--- src/rtl/mips_multicycle_ctrl_pkg.sv ---
// Shared types and constants for the multi-cycle R-type controller:
// state encodings, supported funct codes and ALUCtl codes.
package mips_ctrl_pkg;

  typedef enum logic [2:0] {
    ST_IDLE      = 3'd0,
    ST_FETCH     = 3'd1,
    ST_DECODE    = 3'd2,
    ST_EXECUTE   = 3'd3,
    ST_WRITEBACK = 3'd4,
    ST_TRAP      = 3'd5
  } state_t;

  localparam logic [5:0] FUNCT_ADD = 6'd32;
  localparam logic [5:0] FUNCT_SUB = 6'd34;
  localparam logic [5:0] FUNCT_AND = 6'd36;
  localparam logic [5:0] FUNCT_OR  = 6'd37;
  localparam logic [5:0] FUNCT_NOR = 6'd39;
  localparam logic [5:0] FUNCT_SLT = 6'd42;

  localparam logic [3:0] ALU_AND = 4'd0;
  localparam logic [3:0] ALU_OR  = 4'd1;
  localparam logic [3:0] ALU_ADD = 4'd2;
  localparam logic [3:0] ALU_SUB = 4'd6;
  localparam logic [3:0] ALU_SLT = 4'd7;
  localparam logic [3:0] ALU_NOR = 4'd12;
  localparam logic [3:0] ALU_BAD = 4'd15;

endpackage

--- src/rtl/mips_multicycle_ctrl_if.sv ---
// Controller <-> datapath/sequencer bundle.
// master: controller side (takes run/step/clr_trap/imem_ready/funct,
//         drives strobes, alu_ctl, state and status).
// slave:  the opposite side.
interface mips_multicycle_ctrl_if #(
  parameter int unsigned CNT_W = 16
);
  logic             run;
  logic             step;
  logic             clr_trap;
  logic             imem_ready;
  logic [5:0]       funct;
  logic             pc_write;
  logic             ir_write;
  logic             ab_load;
  logic             alu_out_load;
  logic             reg_write;
  logic [3:0]       alu_ctl;
  logic [2:0]       state;
  logic             busy;
  logic             retire;
  logic             illegal;
  logic             timeout;
  logic [CNT_W-1:0] retire_count;

  modport master (
    input  run, step, clr_trap, imem_ready, funct,
    output pc_write, ir_write, ab_load, alu_out_load, reg_write,
           alu_ctl, state, busy, retire, illegal, timeout, retire_count
  );

  modport slave (
    output run, step, clr_trap, imem_ready, funct,
    input  pc_write, ir_write, ab_load, alu_out_load, reg_write,
           alu_ctl, state, busy, retire, illegal, timeout, retire_count
  );
endinterface

--- src/rtl/mips_multicycle_ctrl_funct_decode.sv ---
// R-type funct -> ALUCtl mapping. Unsupported funct gives ALU_BAD, legal=0.
module mips_funct_decode
  import mips_ctrl_pkg::*;
(
  input  logic [5:0] funct,
  output logic [3:0] alu_ctl,
  output logic       legal
);

  always_comb begin
    alu_ctl = ALU_BAD;
    legal   = 1'b1;
    case (funct)
      FUNCT_ADD: alu_ctl = ALU_ADD;
      FUNCT_SUB: alu_ctl = ALU_SUB;
      FUNCT_AND: alu_ctl = ALU_AND;
      FUNCT_OR:  alu_ctl = ALU_OR;
      FUNCT_NOR: alu_ctl = ALU_NOR;
      FUNCT_SLT: alu_ctl = ALU_SLT;
      default:   legal   = 1'b0;
    endcase
  end

endmodule

--- src/rtl/mips_multicycle_ctrl.sv ---
// Multi-cycle R-type control FSM: FETCH/DECODE/EXECUTE/WRITEBACK with
// run/step execution, fetch wait timeout and illegal-funct trap.
// Ports: CLK, RESET (async, active-high), bus (controller modport).
module mips_multicycle_ctrl
  import mips_ctrl_pkg::*;
#(
  parameter int unsigned FETCH_TIMEOUT = 8,
  parameter int unsigned CNT_W         = 16
) (
  input  logic                         CLK,
  input  logic                         RESET,
  mips_multicycle_ctrl_if.master       bus
);

  localparam logic [7:0] WAIT_LAST = 8'(FETCH_TIMEOUT - 1);

  state_t           state_q;
  logic [7:0]       wait_cnt;
  logic             single_mode;
  logic [3:0]       alu_ctl_q;
  logic             ab_load_q, alu_out_load_q, reg_write_q, retire_q;
  logic             busy_q, illegal_q, timeout_q;
  logic [CNT_W-1:0] retire_cnt;
  logic [3:0]       dec_ctl;
  logic             dec_legal;

  mips_funct_decode u_decode (
    .funct   (bus.funct),
    .alu_ctl (dec_ctl),
    .legal   (dec_legal)
  );

  // Phase strobes other than the fetch pair are set on the edge entering
  // their phase, so they behave as Moore outputs while being registered.
  always_ff @(posedge CLK or posedge RESET) begin
    if (RESET) begin
      state_q        <= ST_IDLE;
      wait_cnt       <= '0;
      single_mode    <= 1'b0;
      alu_ctl_q      <= ALU_BAD;
      ab_load_q      <= 1'b0;
      alu_out_load_q <= 1'b0;
      reg_write_q    <= 1'b0;
      retire_q       <= 1'b0;
      busy_q         <= 1'b0;
      illegal_q      <= 1'b0;
      timeout_q      <= 1'b0;
      retire_cnt     <= '0;
    end else begin
      ab_load_q      <= 1'b0;
      alu_out_load_q <= 1'b0;
      reg_write_q    <= 1'b0;
      retire_q       <= 1'b0;
      case (state_q)
        ST_IDLE: begin
          if (bus.run || bus.step) begin
            state_q     <= ST_FETCH;
            single_mode <= ~bus.run;
            busy_q      <= 1'b1;
            wait_cnt    <= '0;
          end
        end
        ST_FETCH: begin
          if (bus.imem_ready) begin
            state_q   <= ST_DECODE;
            ab_load_q <= 1'b1;
            wait_cnt  <= '0;
          end else if (wait_cnt == WAIT_LAST) begin
            state_q   <= ST_TRAP;
            timeout_q <= 1'b1;
            busy_q    <= 1'b0;
            wait_cnt  <= '0;
          end else begin
            wait_cnt <= wait_cnt + 8'd1;
          end
        end
        ST_DECODE: begin
          alu_ctl_q <= dec_ctl;
          if (dec_legal) begin
            state_q        <= ST_EXECUTE;
            alu_out_load_q <= 1'b1;
          end else begin
            state_q   <= ST_TRAP;
            illegal_q <= 1'b1;
            busy_q    <= 1'b0;
          end
        end
        ST_EXECUTE: begin
          state_q     <= ST_WRITEBACK;
          reg_write_q <= 1'b1;
          retire_q    <= 1'b1;
        end
        ST_WRITEBACK: begin
          retire_cnt <= retire_cnt + 1'b1;
          if (bus.run && !single_mode) begin
            state_q <= ST_FETCH;
          end else begin
            state_q <= ST_IDLE;
            busy_q  <= 1'b0;
          end
        end
        ST_TRAP: begin
          if (bus.clr_trap) begin
            state_q   <= ST_IDLE;
            illegal_q <= 1'b0;
            timeout_q <= 1'b0;
          end
        end
        default: begin
          state_q <= ST_IDLE;
          busy_q  <= 1'b0;
        end
      endcase
    end
  end

  assign bus.pc_write     = (state_q == ST_FETCH) && bus.imem_ready;
  assign bus.ir_write     = (state_q == ST_FETCH) && bus.imem_ready;
  assign bus.ab_load      = ab_load_q;
  assign bus.alu_out_load = alu_out_load_q;
  assign bus.reg_write    = reg_write_q;
  assign bus.alu_ctl      = alu_ctl_q;
  assign bus.state        = state_q;
  assign bus.busy         = busy_q;
  assign bus.retire       = retire_q;
  assign bus.illegal      = illegal_q;
  assign bus.timeout      = timeout_q;
  assign bus.retire_count = retire_cnt;

endmodule

--- src/flat_wrapper.sv ---
// flat-port wrapper written by rule: the top's interface ports become plain ports
module mips_multicycle_ctrl_flat import mips_ctrl_pkg::*;
#(
  parameter int unsigned FETCH_TIMEOUT = 8,
  parameter int unsigned CNT_W         = 16
)
  (CLK, RESET, bus_run, bus_step, bus_clr_trap, bus_imem_ready, bus_funct, bus_pc_write, bus_ir_write, bus_ab_load, bus_alu_out_load, bus_reg_write, bus_alu_ctl, bus_state, bus_busy, bus_retire, bus_illegal, bus_timeout, bus_retire_count);
  mips_multicycle_ctrl_if #(.CNT_W(CNT_W)) bus_i ();
  input  logic CLK;
  input  logic RESET;
  input wire logic [$bits(bus_i.run)-1:0] bus_run;
  input wire logic [$bits(bus_i.step)-1:0] bus_step;
  input wire logic [$bits(bus_i.clr_trap)-1:0] bus_clr_trap;
  input wire logic [$bits(bus_i.imem_ready)-1:0] bus_imem_ready;
  input wire logic [$bits(bus_i.funct)-1:0] bus_funct;
  output wire logic [$bits(bus_i.pc_write)-1:0] bus_pc_write;
  output wire logic [$bits(bus_i.ir_write)-1:0] bus_ir_write;
  output wire logic [$bits(bus_i.ab_load)-1:0] bus_ab_load;
  output wire logic [$bits(bus_i.alu_out_load)-1:0] bus_alu_out_load;
  output wire logic [$bits(bus_i.reg_write)-1:0] bus_reg_write;
  output wire logic [$bits(bus_i.alu_ctl)-1:0] bus_alu_ctl;
  output wire logic [$bits(bus_i.state)-1:0] bus_state;
  output wire logic [$bits(bus_i.busy)-1:0] bus_busy;
  output wire logic [$bits(bus_i.retire)-1:0] bus_retire;
  output wire logic [$bits(bus_i.illegal)-1:0] bus_illegal;
  output wire logic [$bits(bus_i.timeout)-1:0] bus_timeout;
  output wire logic [$bits(bus_i.retire_count)-1:0] bus_retire_count;
  assign bus_i.run = bus_run;
  assign bus_i.step = bus_step;
  assign bus_i.clr_trap = bus_clr_trap;
  assign bus_i.imem_ready = bus_imem_ready;
  assign bus_i.funct = bus_funct;
  assign bus_pc_write = bus_i.pc_write;
  assign bus_ir_write = bus_i.ir_write;
  assign bus_ab_load = bus_i.ab_load;
  assign bus_alu_out_load = bus_i.alu_out_load;
  assign bus_reg_write = bus_i.reg_write;
  assign bus_alu_ctl = bus_i.alu_ctl;
  assign bus_state = bus_i.state;
  assign bus_busy = bus_i.busy;
  assign bus_retire = bus_i.retire;
  assign bus_illegal = bus_i.illegal;
  assign bus_timeout = bus_i.timeout;
  assign bus_retire_count = bus_i.retire_count;
  mips_multicycle_ctrl #(.FETCH_TIMEOUT(FETCH_TIMEOUT), .CNT_W(CNT_W)) u_core (.CLK(CLK), .RESET(RESET), .bus(bus_i));
endmodule
--- config.mk ---
export PLATFORM = sky130hd
export DESIGN_NAME = mips_multicycle_ctrl_flat
export DESIGN_NICKNAME = d
export VERILOG_FILES = /design/src/rtl/mips_multicycle_ctrl_pkg.sv /design/src/rtl/mips_multicycle_ctrl_if.sv /design/src/rtl/mips_multicycle_ctrl_funct_decode.sv /design/src/rtl/mips_multicycle_ctrl.sv /design/src/flat_wrapper.sv
export SDC_FILE = /design/constraint.sdc
export NUM_CORES = 1
export LEC_CHECK = 0
export CAP_MARGIN = 0
export CELL_PAD_IN_SITES_DETAIL_PLACEMENT = 0
export CELL_PAD_IN_SITES_GLOBAL_PLACEMENT = 2
export CORE_ASPECT_RATIO = 1.1
export CORE_MARGIN = 5
export CORE_UTILIZATION = 33
export DETAILED_ROUTE_END_ITERATION = 8
export GPL_ROUTABILITY_DRIVEN = 0
export MAX_ROUTING_LAYER = met4
export PLACE_DENSITY = 0.95
export REMOVE_ABC_BUFFERS = 1
export SLEW_MARGIN = 20
export SYNTH_ARGS = -nofsm -noshare
export SYNTH_HDL_FRONTEND = slang
export SYNTH_SLANG_ARGS = --single-unit
--- constraint.sdc ---
create_clock -name CLK -period 2.8 [get_ports CLK]
set_input_delay 0.56 -clock CLK [delete_from_list [all_inputs] [get_ports CLK]]
set_output_delay 0.56 -clock CLK [all_outputs]
set_load 0.02 [all_outputs]
# Word level (Yosys, flattened, before mapping)
# Cells that the tools add are included.
# totals
regBits	38
output_inout_bits	32
in_bits	12
# op_classes
eq_ne	19
n_bitwise	2
reduce_logical	16
addsub	2
muxes	30
# ops
operator	n
$eq 6x6->1 const B	6
$mux 8	3
$pmux 4 s6	1
$pmux 3 s6	1
$add 16x1->16 const B	1
$mux 1	16
$pmux 8 s2	1
$mux 3	5
$add 8x1->8 const B	1
$eq 8x3->1 const B	1
$ne 2x2->1 const B	4
$eq 3x2->1 const B	2
$eq 3x3->1 const B	2
$reduce_and 3->1	2
$reduce_and 6->1	1
$reduce_bool 2->1	3
$reduce_or 6->1	1
$pmux 1 s5	1
$ne 2x1->1 const B	2
$pmux 1 s2	2
$reduce_and 2->1	2
$reduce_and 4->1	1
$eq 3x1->1 const B	1
$logic_not 3->1	1
other kinds (6)	8

# Depth between registers and ports, before layout
# depth
word_depth	5
mapped_depth	5
ltp_nobuf	5

# By module
# From an unflattened synthesis, not the netlist that was laid out.
# unflattened
hier_cells	187
area_unflattened_um2	1928.1
# modules_own_cells
module	cells_each	n_inst	area_each_um2
mips_multicycle_ctrl	172	1	1829.3
mips_funct_decode	15	1	98.8

# Worst setup path before layout
# OpenSTA, ideal clock, no wires.
# synth_path
path_kind	flip-flop to output port
start	register u_core.state_q[2] (netlist: u_core.bus.state[2])
end	output port bus_pc_write
path_buffers	2
path_slack_ns	0.878
required_ns	2.240
t_arrival_ns	1.362
stages_incl_launch_ff	5
cell_sequence	dfrtp_1 clkbuf_1 nor2b_1 and3b_1 buf_4
# synth_between
elab_chain_cells	2
# synth_rtl
item	line	rtl
from (decl)	mips_multicycle_ctrl.sv:17	state_t state_q;
from (signal assigned)	mips_multicycle_ctrl.sv:37	state_q <= ST_IDLE;
from (signal assigned)	mips_multicycle_ctrl.sv:57	state_q <= ST_FETCH;
from (signal assigned)	mips_multicycle_ctrl.sv:65	state_q <= ST_DECODE;
$eq 3x1->1	n/a	
$logic_and 1x1->1	n/a	
to (decl)	flat_wrapper.sv:16	output wire logic [$bits(bus_i.pc_write)-1:0] bus_pc_write;
# No other way between the ends.

# Worst setup path after layout
# layout_path
start	input port bus_imem_ready
end	output port bus_ir_write
# layout_between
elab_chain_cells	1
# layout_rtl
item	line	rtl
from (decl)	flat_wrapper.sv:14	input wire logic [$bits(bus_i.imem_ready)-1:0] bus_imem_ready;
$logic_and 1x1->1	mips_multicycle_ctrl.sv:118	assign bus.ir_write = (state_q == ST_FETCH) && bus.imem_ready;
to (decl)	flat_wrapper.sv:17	output wire logic [$bits(bus_i.ir_write)-1:0] bus_ir_write;
# No other way between the ends.

==> flow_metrics.env <==
export IMPL_ant_nets=0
export IMPL_crit_top_cell="clkdlybuf4s50_1"
export IMPL_post_drt_wl_per_cell_um=12.80
export IMPL_insertion_delay_ps=290
export IMPL_synth_compound_area_share_pct=8.951
export IMPL_post_cts_resized=0
export IMPL_timing_rr_start="u_core.wait_cnt[3]$_DFFE_PP0P_"
export IMPL_drc=0
export IMPL_initial_core_util_pct=34.27
export IMPL_drv_cap=0
export IMPL_min_to="u_core.bus.retire_count[15]$_DFFE_PP0N_"
export IMPL_layout_commonest_cell="clkdlybuf4s50_1"
export IMPL_synth_top_family_by_area="simple AND/OR/NAND/NOR gates"
export IMPL_hold_class="register to register"
export IMPL_core_area_mm2=0.005465
export IMPL_ctsRootBufferMaster="clkbuf_8"
export IMPL_die_width_um=81.83
export IMPL_fmax_mhz=396.8
export IMPL_syn_avg_cell_area_um2=10.29
export IMPL_power_density_mw_per_mm2=805.4
export IMPL_area_growth_pct=33.27
export IMPL_cts_setup_buffers=0
export IMPL_dieArea_mm2=0.007284
export IMPL_rsz0062_at_grt="false"
export IMPL_io_pins=44
export IMPL_path_clk_slew_ps=70
export IMPL_cp_required_ps=2240
export IMPL_cts_hold_buffers=0
export IMPL_max_slew_margin_pct=53.09
export IMPL_num_fill_cells=531
export IMPL_finalHoldViolations=0
export IMPL_dp_slack_ps=294.8
export IMPL_endpoint_kind="output pin"
export IMPL_numPortBuffers=43
export IMPL_slowest_delay_ps=640
export IMPL_fin_ws_ps=279.7
export IMPL_fin_crit_sh_pct=90.01
export IMPL_syn_inst=182
export IMPL_grt_max_degree=39
export IMPL_firstDrtPassIters=4
export IMPL_drt_total_wl_um=3929
export IMPL_min_period_ps=2520
export IMPL_start_kind="input pin"
export IMPL_overflow=0
export IMPL_critPathKind="input pin to output pin"
export IMPL_synth_fa_ha_area_share_pct=1.336
export IMPL_synth_xor_area_share_pct=9.820
export IMPL_placed_cell_area_mm2=0.002405
export IMPL_seq_area_frac_synth_pct=51.04
export IMPL_cp_arrival_ps=1960
export IMPL_rr_worst_depth=4
export IMPL_p_leak_nw=1.036
export IMPL_finalSetupViolCount=0
export IMPL_grt_antenna_before_repair=0
export IMPL_nNetsFinal=245
export IMPL_peakVddDrop_mv=0.4781
export IMPL_clock_path_buffers=2
export IMPL_synth_area_mux_share_pct=2.405
export IMPL_num_rows=28
export IMPL_ys_async_sr_fraction_pct=100.0
export IMPL_clkSinkCount=38
export IMPL_finClkSkew_ps=3.917
export IMPL_grt_first_pass_wirelength_um=6858
export IMPL_worst_pin_slew_ps=698.3
export IMPL_drt_initial_drc_count=31
export IMPL_yosysWarningCount=0
export IMPL_cp_num_buf_inv=2
export IMPL_critPathTopFamily="buffers and inverters"
export IMPL_final_cell_mix="clkdlybuf4s50_1, dfrtp_1, nor2_1, xnor2_1, nand2_1"
export IMPL_fin_tns_setup_ps=0
export IMPL_num_vias=1480
export IMPL_whs_ps=466.6
export IMPL_grt_usage_pct=12.38
export IMPL_slowest_stage="clkdlybuf4s50_1"
export IMPL_synth_cell_types=41
export IMPL_holdPathStages=1
export IMPL_drt_vias_per_instance=4.821
export IMPL_cts_htree_levels=2
export IMPL_hpwlAfterDp_um=2909
export IMPL_crit_fanout=4
export IMPL_ys_ff_latch=38
export IMPL_outcome="finished clean"
export IMPL_regToRegSetupSlack_ps=870
export IMPL_dp_cells=299
export IMPL_grt_pass1_vias=1463
export IMPL_synthFlopType="dfrtp_1"
export IMPL_r2r_end="u_core.bus.busy$_DFFE_PP0P_"
export IMPL_maxSlewViolCount=0
export IMPL_worstHoldStart="u_core.bus.retire_count[15]$_DFFE_PP0N_"
export IMPL_cts_tree="done"
export IMPL_path_cells="clkdlybuf4s50_1 -> and3b_1 -> clkdlybuf4s50_1"
export IMPL_die_h_um=89.02
export IMPL_numCtsBuffers=5
export IMPL_synthSimpleGateAreaFrac_pct=23.85
export IMPL_synth_enable_flop_cells=0
export IMPL_mappedNetlistArea_mm2=0.001873
export IMPL_final_area_mm2=0.002496
export IMPL_finalNonFillerCells=307
export IMPL_drive_above_1_share_pct=11.64
export IMPL_diodes=0
[metal layers]
layer  track usage (%)  vias to the layer above  routed length, um  share of wire (%)
met4             3.172                        0                 26               0.66
met1             16.23                      689               1886                 48
li1                  -                      745                  -                  -
met3             3.327                        4                205                5.2
met5                 -                        -                  0                  0
met2             18.96                       42               1810                 46
[power breakdown]
part           switching [mW]  internal (mW)
clock                   0.185          0.199
sequential             0.0846          0.678
combinational           0.460          0.404
[cell usage after synthesis, types with 2 or more instances]
library cell  instances  area (um^2)
nor2b_1               4        25.02
nand3_1               8        40.04
dfstp_2               4        105.1
nand2_1              11        41.29
nor2_1               19        71.32
and3_1                3        18.77
clkbuf_1              4        15.01
xor2_1                5        43.79
nor3_1                8        40.04
nand2b_1              6        37.54
inv_1                 5        18.77
o21ai_0               5        25.02
xnor2_1              16        140.1
o41ai_1               2        17.52
mux2_2                4        45.04
a31oi_1               2        12.51
or2_2                 2        12.51
and2_1                2        12.51
nor4b_1               2        17.52
ha_1                  2        25.02
dfrtp_1              34        850.8
nand4_1               6        37.54
a21oi_1               6        30.03
nor4_1                4        25.02
buf_4                 2        15.01
[state kept, by name (all words and copies together) (netlist names)]
name	flops
u_core.bus.retire_count	16
u_core.wait_cnt	8
u_core.bus.alu_ctl	4
u_core.bus.state	3
u_core.bus.ab_load	1
u_core.bus.alu_out_load	1
u_core.bus.busy	1
u_core.bus.illegal	1
u_core.bus.reg_write	1
u_core.bus.timeout	1
u_core.single_mode	1
[cell families after synthesis]
family          after synthesis
simple gates                 82
flops                        38
compound gates               24
xor+xnor                     21
buf+inv                      11
mux                           4
fa+ha+maj                     2
[worst reg2reg max path, delay by kind of cell (launching register included)]
| kind | cells | cell delay, ps |
|---|---|---|
| compound gates | 3 | 800 |
| flops | 1 | 440 |
| simple gates | 1 | 570 |
[metrics by stage]
stage | power [mW] | utilization (%)
detailed placement | 1.643 | 44.00
global route | 2.159 | 45.67
finish | 2.010 | 45.67
CTS | 2.034 | 45.67
global placement | 1.638 | 44.00
floorplan | 1.266 | -
[how the worst max path moves through the flow]
stage                                    startpoint      endpoint  slack [ps]  depth (start not counted)
floorplan           u_core.bus.state[0]$_DFFE_PP0P_  bus_ir_write         940                          2
global placement                     bus_imem_ready  bus_pc_write         310                          3
detailed placement                   bus_imem_ready  bus_ir_write         290                          3
CTS                                  bus_imem_ready  bus_ir_write         280                          3
global route                         bus_imem_ready  bus_pc_write         180                          3
finish                               bus_imem_ready  bus_ir_write         280                          3
[cell type report]
cell class	instances	area (um^2)	area share, %
repair buffers	48	467.9	18.75
flip-flops and latches	38	955.9	38.30
inverters	5	18.77	0.7519
well taps	75	93.84	3.759
clock buffers	7	86.33	3.459
multi-input cells	133	868.3	34.79
clock inverters	1	5.005	0.2005
Note: power is estimated with default switching activity, not from simulation.
